`src/rtl/uart_pkg.sv`:
```
// Shared UART constants and status bundle.
package uart_pkg;

   localparam int UART_FIFO_DEPTH = 16;
   localparam int UART_DATA_W     = 8;

   typedef struct packed {
      logic empty;
      logic full;
      logic almost_full;
      logic overflow;
      logic underflow;
   } uart_fifo_status_t;

endpackage

```
`src/rtl/uart_fifo_ram.sv`:
```
// FIFO storage: synchronous write, asynchronous read, no reset.
module uart_fifo_ram #(
   parameter int DATA_W = 8,
   parameter int DEPTH  = 16,
   parameter int ADDR_W = $clog2(DEPTH)
) (
   input  logic              clk_i,
   input  logic              we_i,
   input  logic [ADDR_W-1:0] waddr_i,
   input  logic [DATA_W-1:0] wdata_i,
   input  logic [ADDR_W-1:0] raddr_i,
   output logic [DATA_W-1:0] rdata_o
);

   logic [DATA_W-1:0] mem [DEPTH];

   always_ff @(posedge clk_i) begin
      if (we_i) mem[waddr_i] <= wdata_i;
   end

   assign rdata_o = mem[raddr_i];

endmodule

```
`src/rtl/uart_fifo.sv`:
```
// First-word-fall-through FIFO between host and UART with
// sticky overflow/underflow flags.
module uart_fifo
   import uart_pkg::*;
#(
   parameter  int DATA_W       = UART_DATA_W,
   parameter  int DEPTH        = UART_FIFO_DEPTH,
   parameter  int AFULL_THRESH = 12,
   localparam int ADDR_W       = $clog2(DEPTH)
) (
   input  logic              clk_i,
   input  logic              rst_i,
   input  logic              clear_i,
   input  logic              push_i,
   input  logic [DATA_W-1:0] data_i,
   input  logic              pop_i,
   output logic [DATA_W-1:0] data_o,
   output logic              empty_o,
   output logic              full_o,
   output logic              almost_full_o,
   output logic [ADDR_W:0]   level_o,
   output logic              overflow_o,
   output logic              underflow_o
);

   localparam logic [ADDR_W:0] ONE = {{ADDR_W{1'b0}}, 1'b1};
   localparam logic [ADDR_W:0] AF  = AFULL_THRESH[ADDR_W:0];

   logic [ADDR_W:0]   wr_ptr;
   logic [ADDR_W:0]   rd_ptr;
   logic [DATA_W-1:0] rdata;
   logic              push_ok;
   logic              pop_ok;
   logic              flush;

   assign flush   = rst_i | clear_i;
   assign empty_o = (wr_ptr == rd_ptr);
   assign full_o  = (wr_ptr[ADDR_W-1:0] == rd_ptr[ADDR_W-1:0])
                  & (wr_ptr[ADDR_W] != rd_ptr[ADDR_W]);
   assign level_o = wr_ptr - rd_ptr;
   assign almost_full_o = (level_o >= AF);

   // A full FIFO still accepts a push when the head leaves in the same cycle.
   assign pop_ok  = pop_i & ~empty_o;
   assign push_ok = push_i & (~full_o | pop_i);

   uart_fifo_ram #(
      .DATA_W (DATA_W),
      .DEPTH  (DEPTH),
      .ADDR_W (ADDR_W)
   ) u_ram (
      .clk_i   (clk_i),
      .we_i    (push_ok & ~flush),
      .waddr_i (wr_ptr[ADDR_W-1:0]),
      .wdata_i (data_i),
      .raddr_i (rd_ptr[ADDR_W-1:0]),
      .rdata_o (rdata)
   );

   assign data_o = empty_o ? '0 : rdata;

   always_ff @(posedge clk_i) begin
      if (flush) begin
         wr_ptr      <= '0;
         rd_ptr      <= '0;
         overflow_o  <= 1'b0;
         underflow_o <= 1'b0;
      end else begin
         if (push_ok) wr_ptr <= wr_ptr + ONE;
         if (pop_ok)  rd_ptr <= rd_ptr + ONE;
         if (push_i & full_o & ~pop_i) overflow_o  <= 1'b1;
         if (pop_i & empty_o)          underflow_o <= 1'b1;
      end
   end

endmodule

```
`config.mk`:
```
export PLATFORM = sky130hd
export DESIGN_NAME = uart_fifo
export DESIGN_NICKNAME = d
export VERILOG_FILES = /design/src/rtl/uart_pkg.sv /design/src/rtl/uart_fifo_ram.sv /design/src/rtl/uart_fifo.sv
export SDC_FILE = /design/constraint.sdc
export NUM_CORES = 1
export LEC_CHECK = 0
export ABC_AREA = 1
export BUFFER_PORTS_ARGS = -buffer_cell sky130_fd_sc_hd__clkbuf_2
export CORE_ASPECT_RATIO = 0.5
export CORE_UTILIZATION = 50
export CTS_CLUSTER_SIZE = 40
export DETAILED_ROUTE_END_ITERATION = 12
export PLACE_DENSITY = 0.68
export SLEW_MARGIN = 15
export SYNTH_ARGS = -nofsm -noshare
export SYNTH_HDL_FRONTEND = slang
export SYNTH_SLANG_ARGS = --single-unit
```
`constraint.sdc`:
```
create_clock -name clk_i -period 2.4 [get_ports clk_i]
set_clock_uncertainty 0.1 [all_clocks]
set_input_delay 0.24 -clock clk_i [delete_from_list [all_inputs] [get_ports clk_i]]
set_output_delay 0.24 -clock clk_i [all_outputs]
set_load 0.01 [all_outputs]
```
# [Yosys cells after proc, flatten, opt, wreduce, memory -nomap -nowiden]
# Memory sizes are Yosys's and may differ from the RTL's. A register that Yosys moved wholly into a read port is not among the register bits.
# Index checks and enable logic that the tools add are counted.
[totals] word_cells=30 memories=1 ff_bits=12 ramBits=128
[memory_table] name="u_ram.mem" depth=16 width=8 read_ports=1 rd_ports_with_merged_regs=1 write_ports=1 line_no="uart_fifo_ram.sv:15" rtl="logic [DATA_W-1:0] mem [DEPTH];"
[op_classes] eq_ne=3 order_cmp=1 n_addsub=3 n_mux=5 n_bitwise=13
[ops] operator="$add A5 B1 Y5 const B" count=2
[ops] operator="$mux W4" count=2
[ops] operator="$mux W8" count=1
[ops] operator="$and A1 B1 Y1" count=7
[ops] operator="$eq A5 B5 Y1" count=1
[ops] operator="$ge A5 B4 Y1 const B" count=1
[ops] operator="$sub A5 B5 Y5" count=1
[ops] operator="$eq A4 B4 Y1" count=1
[ops] operator="$not A1 Y1" count=4
[ops] operator="$mux W1" count=2
[ops] operator="$or A1 B1 Y1" count=2
[ops] operator="$ne A1 B1 Y1" count=1

# [Depth between registers and ports, before layout]
# Gate-level depths: netlist of run 1.
[depth] word_depth=8 depth_mapped=9 depth_no_buf=9

# [By module]
# A second synthesis of run 1 with hierarchy kept.
[unflattened] cells_unflattened=680 hier_area_um2=6507.5
[by_module_without_submodules] module="uart_fifo_ram" cells_per_inst=543 seq_area_each_um2=3843.7 area_per_inst_um2=5606.6 n_inst=1
[by_module_without_submodules] module="uart_fifo" cells_per_inst=137 seq_area_each_um2=240.2 area_per_inst_um2=900.9 n_inst=1

# [Worst setup path after synthesis of run 1]
# Ideal clock, no wire load.
[synth_timing] path_type="register to register" startpoint="register wr_ptr[0]" endpoint="memory u_ram.mem[8][0], enable pin" setup_time_ns=0.385 setup_slack_ns=0.050 synth_period_minus_slack_ns=2.350 arrival_ns=1.864 stages_incl_launch_ff=8 required_ns=1.915 cell_sequence="dfxtp_1 -> inv_1 -> ha_1 -> nand4_1 -> nor2_4 -> nand2_4 -> nand2_8 -> nor3b_1"
[synth_between] elab_chain_len=8
[synth_rtl] element="from (decl)" line_no="uart_fifo.sv:29" rtl="logic [ADDR_W:0] wr_ptr;"
[synth_rtl] element="from (signal assigned)" line_no="uart_fifo.sv:69" rtl="if (push_ok) wr_ptr <= wr_ptr + ONE;"
[synth_rtl] element="$eq A4 B4 Y1" line_no="uart_fifo.sv:38" rtl="assign full_o = (wr_ptr[ADDR_W-1:0] == rd_ptr[ADDR_W-1:0])"
[synth_rtl] element="$and A1 B1 Y1" line_no="uart_fifo.sv:39" rtl="& (wr_ptr[ADDR_W] != rd_ptr[ADDR_W]);"
[synth_rtl] element="named net full_o" line_no="uart_fifo.sv:19" rtl="output logic full_o,"
[synth_rtl] element="$not A1 Y1" line_no="uart_fifo.sv:45" rtl="assign push_ok = push_i & (~full_o | pop_i);"
[synth_rtl] element="$or A1 B1 Y1" line_no="uart_fifo.sv:45"
[synth_rtl] element="$and A1 B1 Y1" line_no="uart_fifo.sv:45"
[synth_rtl] element="$and A1 B1 Y1" line_no="uart_fifo.sv:53" rtl=".we_i (push_ok & ~flush),"
[synth_rtl] element="$mux W1" line_no="uart_fifo_ram.sv:18" rtl="if (we_i) mem[waddr_i] <= wdata_i;"
[synth_rtl] element="$mux W1 (implied by the code)" line_no="uart_fifo_ram.sv:18"
[synth_rtl] element="to (decl)" line_no="uart_fifo_ram.sv:15"
# The timed path passes the listed nets, and every way through them passes these cells.

# [Worst setup path after layout of run 1]
[layout_timing] startpoint="register rd_ptr[3]" endpoint="memory u_ram.mem[13][0], enable pin"
[layout_between] elab_chain_len=8
[layout_rtl] element="from (decl)" line_no="uart_fifo.sv:30" rtl="logic [ADDR_W:0] rd_ptr;"
[layout_rtl] element="from (signal assigned)" line_no="uart_fifo.sv:70" rtl="if (pop_ok) rd_ptr <= rd_ptr + ONE;"
[layout_rtl] element="$eq A4 B4 Y1" line_no="uart_fifo.sv:38"
[layout_rtl] element="$and A1 B1 Y1" line_no="uart_fifo.sv:39"
[layout_rtl] element="$not A1 Y1" line_no="uart_fifo.sv:45"
[layout_rtl] element="$or A1 B1 Y1" line_no="uart_fifo.sv:45"
[layout_rtl] element="$and A1 B1 Y1" line_no="uart_fifo.sv:45"
[layout_rtl] element="$and A1 B1 Y1" line_no="uart_fifo.sv:53"
[layout_rtl] element="$mux W1" line_no="uart_fifo_ram.sv:18"
[layout_rtl] element="$mux W1 (implied by the code)" line_no="uart_fifo_ram.sv:18"
# No other way between the ends.

==> results of run 1 <==
-- routing by layer --
metal / GRT usage / vias up
met5: 0 / -
met4: 0.0798 / 0
met3: 0.0692 / 28
met2: 0.372 / 208
met1: 0.351 / 2136
li1: - / 2058
-- synth_stat cells, drive strengths merged --
master  number  share of area
nor3         6         0.0049
buf         22          0.019
dfxtp       16          0.052
edfxtp     128           0.62
nor2        22          0.015
a31oi        1         0.0010
nand4        1         0.0010
a21o         1         0.0012
o21a         1         0.0012
xor2         5         0.0071
clkinv       1        0.00061
clkbuf       4         0.0024
fa           1         0.0032
a21oi       18          0.015
o21ai        3         0.0024
inv         20          0.013
ha           9          0.018
nand3b       2         0.0024
xnor2        3         0.0055
nand3      106          0.086
nand2      192           0.12
nor3b        1         0.0012
-- cell usage in the layout (no fill, tap or decap), types with 6 or more instances in the layout --
cell / n
a21oi_1: 17
buf_4: 26
clkbuf_16: 17
clkbuf_2: 30
dfxtp_1: 12
edfxtp_1: 128
ha_1: 9
inv_1: 16
nand2_1: 183
nand2_2: 6
nand3_1: 104
nor2_1: 17
nor3_1: 6
-- sequential cells by signal, indices dropped and copies added (netlist names), named ones only --
name,count
underflow_o,1
rd_ptr,5
wr_ptr,5
overflow_o,1
u_ram.mem,128
-- worst min-delay path, delay by kind of cell --
kind	cells	cell delay (ps)
AO/OA/AOI/OAI	1	90
buffers and inverters	1	100
AND/OR/NAND/NOR	1	160
-- power groups by stage --
stage,clock network (mW),registers (mW),logic [mW]
floorplan,0,2.80,0.165
global placement,0,2.79,0.292
detailed placement,0,2.79,0.296
CTS,2.68,2.74,0.306
global route,2.80,2.74,0.342
finish,2.66,2.74,0.314
-- cell families after synthesis --
kind of cell / after synthesis
XOR/XNOR: 8
adder cells (fa/ha/maj): 10
AND/OR/NAND/NOR: 330
flip-flops: 144
AO/OA/AOI/OAI: 24
buffers and inverters: 47
-- cell type report --
| class | count | share of cell area |
|---|---|---|
| Sequential cell | 144 | 0.569 |
| Clock inverter | 14 | 0.0230 |
| Timing Repair Buffer | 62 | 0.0611 |
| Multi-Input combinational cell | 372 | 0.247 |
| Clock buffer | 18 | 0.0585 |
| Tap cell | 165 | 0.0281 |
| Inverter | 21 | 0.0130 |
| Timing Repair inverter | 1 | 0.00102 |
-- what timing repair did --
item | in CTS | in global routing
resized for setup | 6 | 20
setup buffers | 3 | 0
cloned | 1 | 0
endpoints found under the setup margin | 17 | 42
-- final timing paths --
kind                                   from          endpoint
worst max-delay path              rd_ptr[3]  u_ram.mem[13][0]
worst min-delay path                  pop_i          register
worst max register to register    rd_ptr[3]  u_ram.mem[13][0]
worst min register to register  underflow_o       underflow_o
==> impl_metrics.json, run 1 <==
{
  "die_h_microns": 80.5,
  "path_clk_slew_ps": 60,
  "start_kind": "register",
  "drt-met1-wl_mm": 6.70,
  "hold_depth": 3,
  "whs_ps": 103,
  "critPathRequiredTime_ps": 2350,
  "ctsHoldBuffers": 0,
  "ys_ff_latch": 144,
  "grt_overflow": 0,
  "setup_violations": 0,
  "combPwrFrac": 0.055,
  "switching_share": 0.230,
  "synth_fp_nets": 586,
  "place_ws_ps": 42.5,
  "synthXorXnorAreaFrac": 0.0126,
  "report.final.slew_viol_count": 0,
  "reg2regPathDepth": 9,
  "n_antenna_cell": 0,
  "cp_num_cells": 9,
  "status": "completed",
  "drive_gt1_frac": 0.193,
  "clkPwrFrac": 0.466,
  "drt-wirelength-per-cell_microns": 18.9,
  "final_cells": 797,
  "critPathCaptureType": "register",
  "syn2layout_area_growth_pct": 19.1,
  "cap_violations": 0,
  "synth_top_family_by_area": "simple AND/OR/NAND/NOR gates",
  "vias": 4430,
  "routed_via_density": 5.56,
  "cts_max_level": 4,
  "power.switching_mw": 1.32,
  "min_period_ps": 2310,
  "cts_made_buffers": 17,
  "hold_violations": 0,
  "relSlewSlack": 0.581,
  "cts_sinks": 144,
  "fp.dieArea_sq_um": 12800,
  "synth_compound_area_frac": 0.0211,
  "n_fill_cell": 943,
  "nNetsFinal": 642,
  "yosys_warnings": 0,
  "grt_pass1_wl_mm": 23.1,
  "worstHoldPathType": "input port to register",
  "core_sq_um": 11900,
  "ff2ff_setup_slack_ps": 90,
  "remaining_drc_errors": 0,
  "avgSynthCellArea_sq_um": 10.9,
  "ys_seq_area_frac": 0.676,
  "power_density_nw_per_um2": 780,
  "tns_ps": 0,
  "synth_simple_gate_area_frac": 0.234,
  "final_util": 0.616,
  "synthesis.area_sq_um": 6160,
  "route.met2.wl_mm": 6.54,
  "worstMarginPinSlew_ps": 627,
  "grt_max_degree": 46,
  "dpl.cell_count": 761,
  "cts_tree": "built",
  "dr.first_iter.drc_count": 382,
  "io_buffers": 30,
  "grt_pass1_vias": 4142,
  "finalWorstSetupSlack_ps": 93.1,
  "antenna_found_initial": 0,
  "cp_top_family": "simple AND/OR/NAND/NOR gates",
  "critPathBufInv": 2,
  "leakage_nw": 2.79,
  "initial_core_util": 0.517,
  "fmax_mhz": 433,
  "rsz0062_at_grt": "no",
  "power.total_mw": 5.72,
  "crit_top_cell": "nand2_4",
  "die_w_microns": 159,
  "internal_power_mw": 4.40,
  "multiInputGateArea_sq_um": 1810,
  "place_congestion": 0.895,
  "period_share": 0.961,
  "routed.top_layer": "met4",
  "ir_drop_v": 0.000464,
  "clockBufferDepth": 2,
  "netlist-cell-type-count": 33,
  "root_buffer": "clkbuf_16",
  "design_area_sq_um": 7340,
  "cpPeakStageDelay_ps": 500,
  "placed_area_sq_um": 6630,
  "clock_latency_ps": 420,
  "critical_path_class": "register to register",
  "io_pins": 31,
  "grtUsageTotal": 0.249,
  "drtPass1Iterations": 5,
  "wl_met3_mm": 1.56,
  "worstPathArrival_ps": 2250,
  "yosys-mux-area-fraction": 0,
  "rows": 28,
  "regArea_sq_um": 4170,
  "dp.final_hpwl_mm": 9.27,
  "syn_inst": 563,
  "crit_chain": "inv_1, ha_1, nand4_1, nor2_4, nand2_4, nand2_8, inv_4, nand2_4, nor2_1",
  "critPathMaxFanout": 8,
  "routed_wirelength_mm": 15.0,
  "synthAdderAreaFrac": 0.0215,
  "seq_power_share": 0.479,
  "postRouteAntennaNets": 0,
  "crit_slowest_cell": "nor2_1"
}
Power figures use the tool's default switching activity.
==> run 2, diff against run 1 <==
--- a/config.mk
+++ b/config.mk
@@ -11,7 +11,7 @@
 export CORE_UTILIZATION = 50
 export CTS_CLUSTER_SIZE = 40
 export DETAILED_ROUTE_END_ITERATION = 12
-export PLACE_DENSITY = 0.68
+export PLACE_DENSITY = 0.65
 export SLEW_MARGIN = 15
 export SYNTH_ARGS = -nofsm -noshare
 export SYNTH_HDL_FRONTEND = slang
==> constraint.sdc (replaced) <==
create_clock -name clk_i -period 2.8 [get_ports clk_i]
set_clock_uncertainty 0.1 [all_clocks]
set_input_delay 0.28 -clock clk_i [delete_from_list [all_inputs] [get_ports clk_i]]
set_output_delay 0.28 -clock clk_i [all_outputs]
set_load 0.01 [all_outputs]
==> run 2 against run 1 <==
- global-route usage down 2.4 points
- power fell by 15%
- combinational power is 24% lower
- critical path depth down 2
- largest cell class unchanged
- worst hold slack gained 33 ps
- wire length down 9.5%
- die area did not move
- sequential share of layout area grew 1.2 points
==> impl_metrics.json, run 2 (same netlist as run 1, synthesis figures left out) <==
{
  "routed_wirelength_mm": 13.6,
  "power_density_nw_per_um2": 674,
  "whs_ps": 136,
  "power.total_mw": 4.84,
  "power.switching_mw": 1.15,
  "remaining_drc_errors": 0,
  "n_antenna_cell": 0,
  "layout_commonest_cell": "nand2_1",
  "critPathRequiredTime_ps": 2420,
  "ctsHoldBuffers": 0,
  "crit_slowest_cell": "dfxtp_1",
  "root_buffer": "clkbuf_16",
  "grt_pass1_wl_mm": 20.6,
  "clkPwrFrac": 0.464,
  "min_period_ps": 2650,
  "clockBufferDepth": 2,
  "place_congestion": 0.837,
  "place_ws_ps": 482,
  "routed.top_layer": "met4",
  "rows": 28,
  "cpPeakStageDelay_ps": 520,
  "hold_violations": 0,
  "period_share": 0.947,
  "route.met2.wl_mm": 6.14,
  "start_kind": "register",
  "largest_register_ffs": 128,
  "tns_ps": 0,
  "cts_made_buffers": 17,
  "dp.final_hpwl_mm": 8.40,
  "relSlewSlack": 0.604,
  "drt-wirelength-per-cell_microns": 17.3,
  "critical_path_class": "register to primary output",
  "path_clk_slew_ps": 60,
  "postCtsSetupRepairBufs": 0,
  "grtUsageTotal": 0.225,
  "io_buffers": 30,
  "design_area_sq_um": 7180,
  "leakage_nw": 2.72,
  "ir_drop_v": 0.000453,
  "crit_chain": "clkinvlp_4, nand3_1, nand3_1, nand2_1, nand2_1, a21oi_1, clkbuf_2",
  "syn2layout_area_growth_pct": 16.5,
  "wl_met3_mm": 1.02,
  "cts_sinks": 144,
  "max_flop_register": "u_ram.mem",
  "core_sq_um": 11900,
  "fmax_mhz": 377,
  "cts_resized": 0,
  "placed_area_sq_um": 6570,
  "finalWorstSetupSlack_ps": 147,
  "dr.first_iter.drc_count": 338,
  "io_pins": 31,
  "top_regs": "u_ram.mem: 128 flops, rd_ptr: 5 flops, wr_ptr: 5 flops",
  "setup_violations": 0,
  "initial_core_util": 0.517,
  "switching_share": 0.238,
  "drtPass1Iterations": 5,
  "drive_gt1_frac": 0.164,
  "grt_overflow": 0,
  "seq_power_share": 0.486,
  "combPwrFrac": 0.050,
  "layout_common_cells": "184 x nand2_1, 128 x edfxtp_1, 106 x nand3_1",
  "internal_power_mw": 3.69,
  "cts_max_level": 4,
  "worstPathArrival_ps": 2270,
  "cts_tree": "built",
  "critPathCaptureType": "primary output",
  "worstHoldPathType": "input port to register",
  "clock_latency_ps": 420,
  "postRouteAntennaNets": 0,
  "n_fill_cell": 973,
  "grt_max_degree": 44,
  "die_h_microns": 80.5,
  "report.final.slew_viol_count": 0,
  "vias": 4137,
  "routed_via_density": 5.25,
  "drt-met1-wl_mm": 6.27,
  "cap_violations": 0,
  "grt_pass1_vias": 3821,
  "die_w_microns": 159,
  "critPathMaxFanout": 16,
  "antenna_found_initial": 0,
  "status": "completed",
  "fp.dieArea_sq_um": 12800,
  "nNetsFinal": 633,
  "worstMarginPinSlew_ps": 593
}
-- run 2: cell count changes in the layout (fill, tap and decap cells not counted), sizes merged --
cell / change
buf: -9
bufinv: -1
clkbuf: -1
clkinv: +1
inv: +1
-- run 2: power by group through the flow --
stage | logic [mW] | clock network [mW] | registers [mW]
global placement | 0.235 | 0 | 2.40
finish | 0.240 | 2.24 | 2.35
CTS | 0.238 | 2.27 | 2.35
global route | 0.265 | 2.35 | 2.35
floorplan | 0.141 | 0 | 2.40
detailed placement | 0.236 | 0 | 2.40
-- run 2: worst paths after layout --
check	from	to	slack, ps	cells after the start
worst max-delay path	register	data_o[7]	150	7
worst min-delay path	pop_i	rd_ptr[0]	140	3
worst max register to register	wr_ptr[0]	u_ram.mem[1][5]	470	10
worst min register to register	underflow_o	underflow_o	370	1
-- run 2: layer usage --
metal  GRT usage  up-vias
li1            -     2036
met5           0        -
met3      0.0584       19
met1       0.311     1935
met2       0.347      147
met4      0.0760        0
-- run 2: layout make-up --
| cell class | count | area [sq um] | area share |
|---|---|---|---|
| flip-flops and latches | 144 | 4170 | 0.580 |
| clock buffers | 17 | 425 | 0.0593 |
| multi-input cells | 372 | 1780 | 0.249 |
| repair inverters | 1 | 7.51 | 0.00105 |
| inverters | 21 | 88.8 | 0.0124 |
| well taps | 165 | 206 | 0.0288 |
| clock inverters | 15 | 166 | 0.0232 |
| repair buffers | 53 | 335 | 0.0467 |
-- run 2: worst max-delay path: cells and delay by family (launching register included) --
kind | cells | cell delay (ps)
AOI/OAI and AO/OA | 1 | 230
DFF | 1 | 520
buffers and inverters | 2 | 630
and+or+nand+nor | 4 | 480
-- run 2: stage by stage --
stage               utilization  cells
floorplan                     -    563
detailed placement        0.552    755
global route              0.603    788
global placement          0.552    755
finish                    0.603    788
CTS                       0.601    787
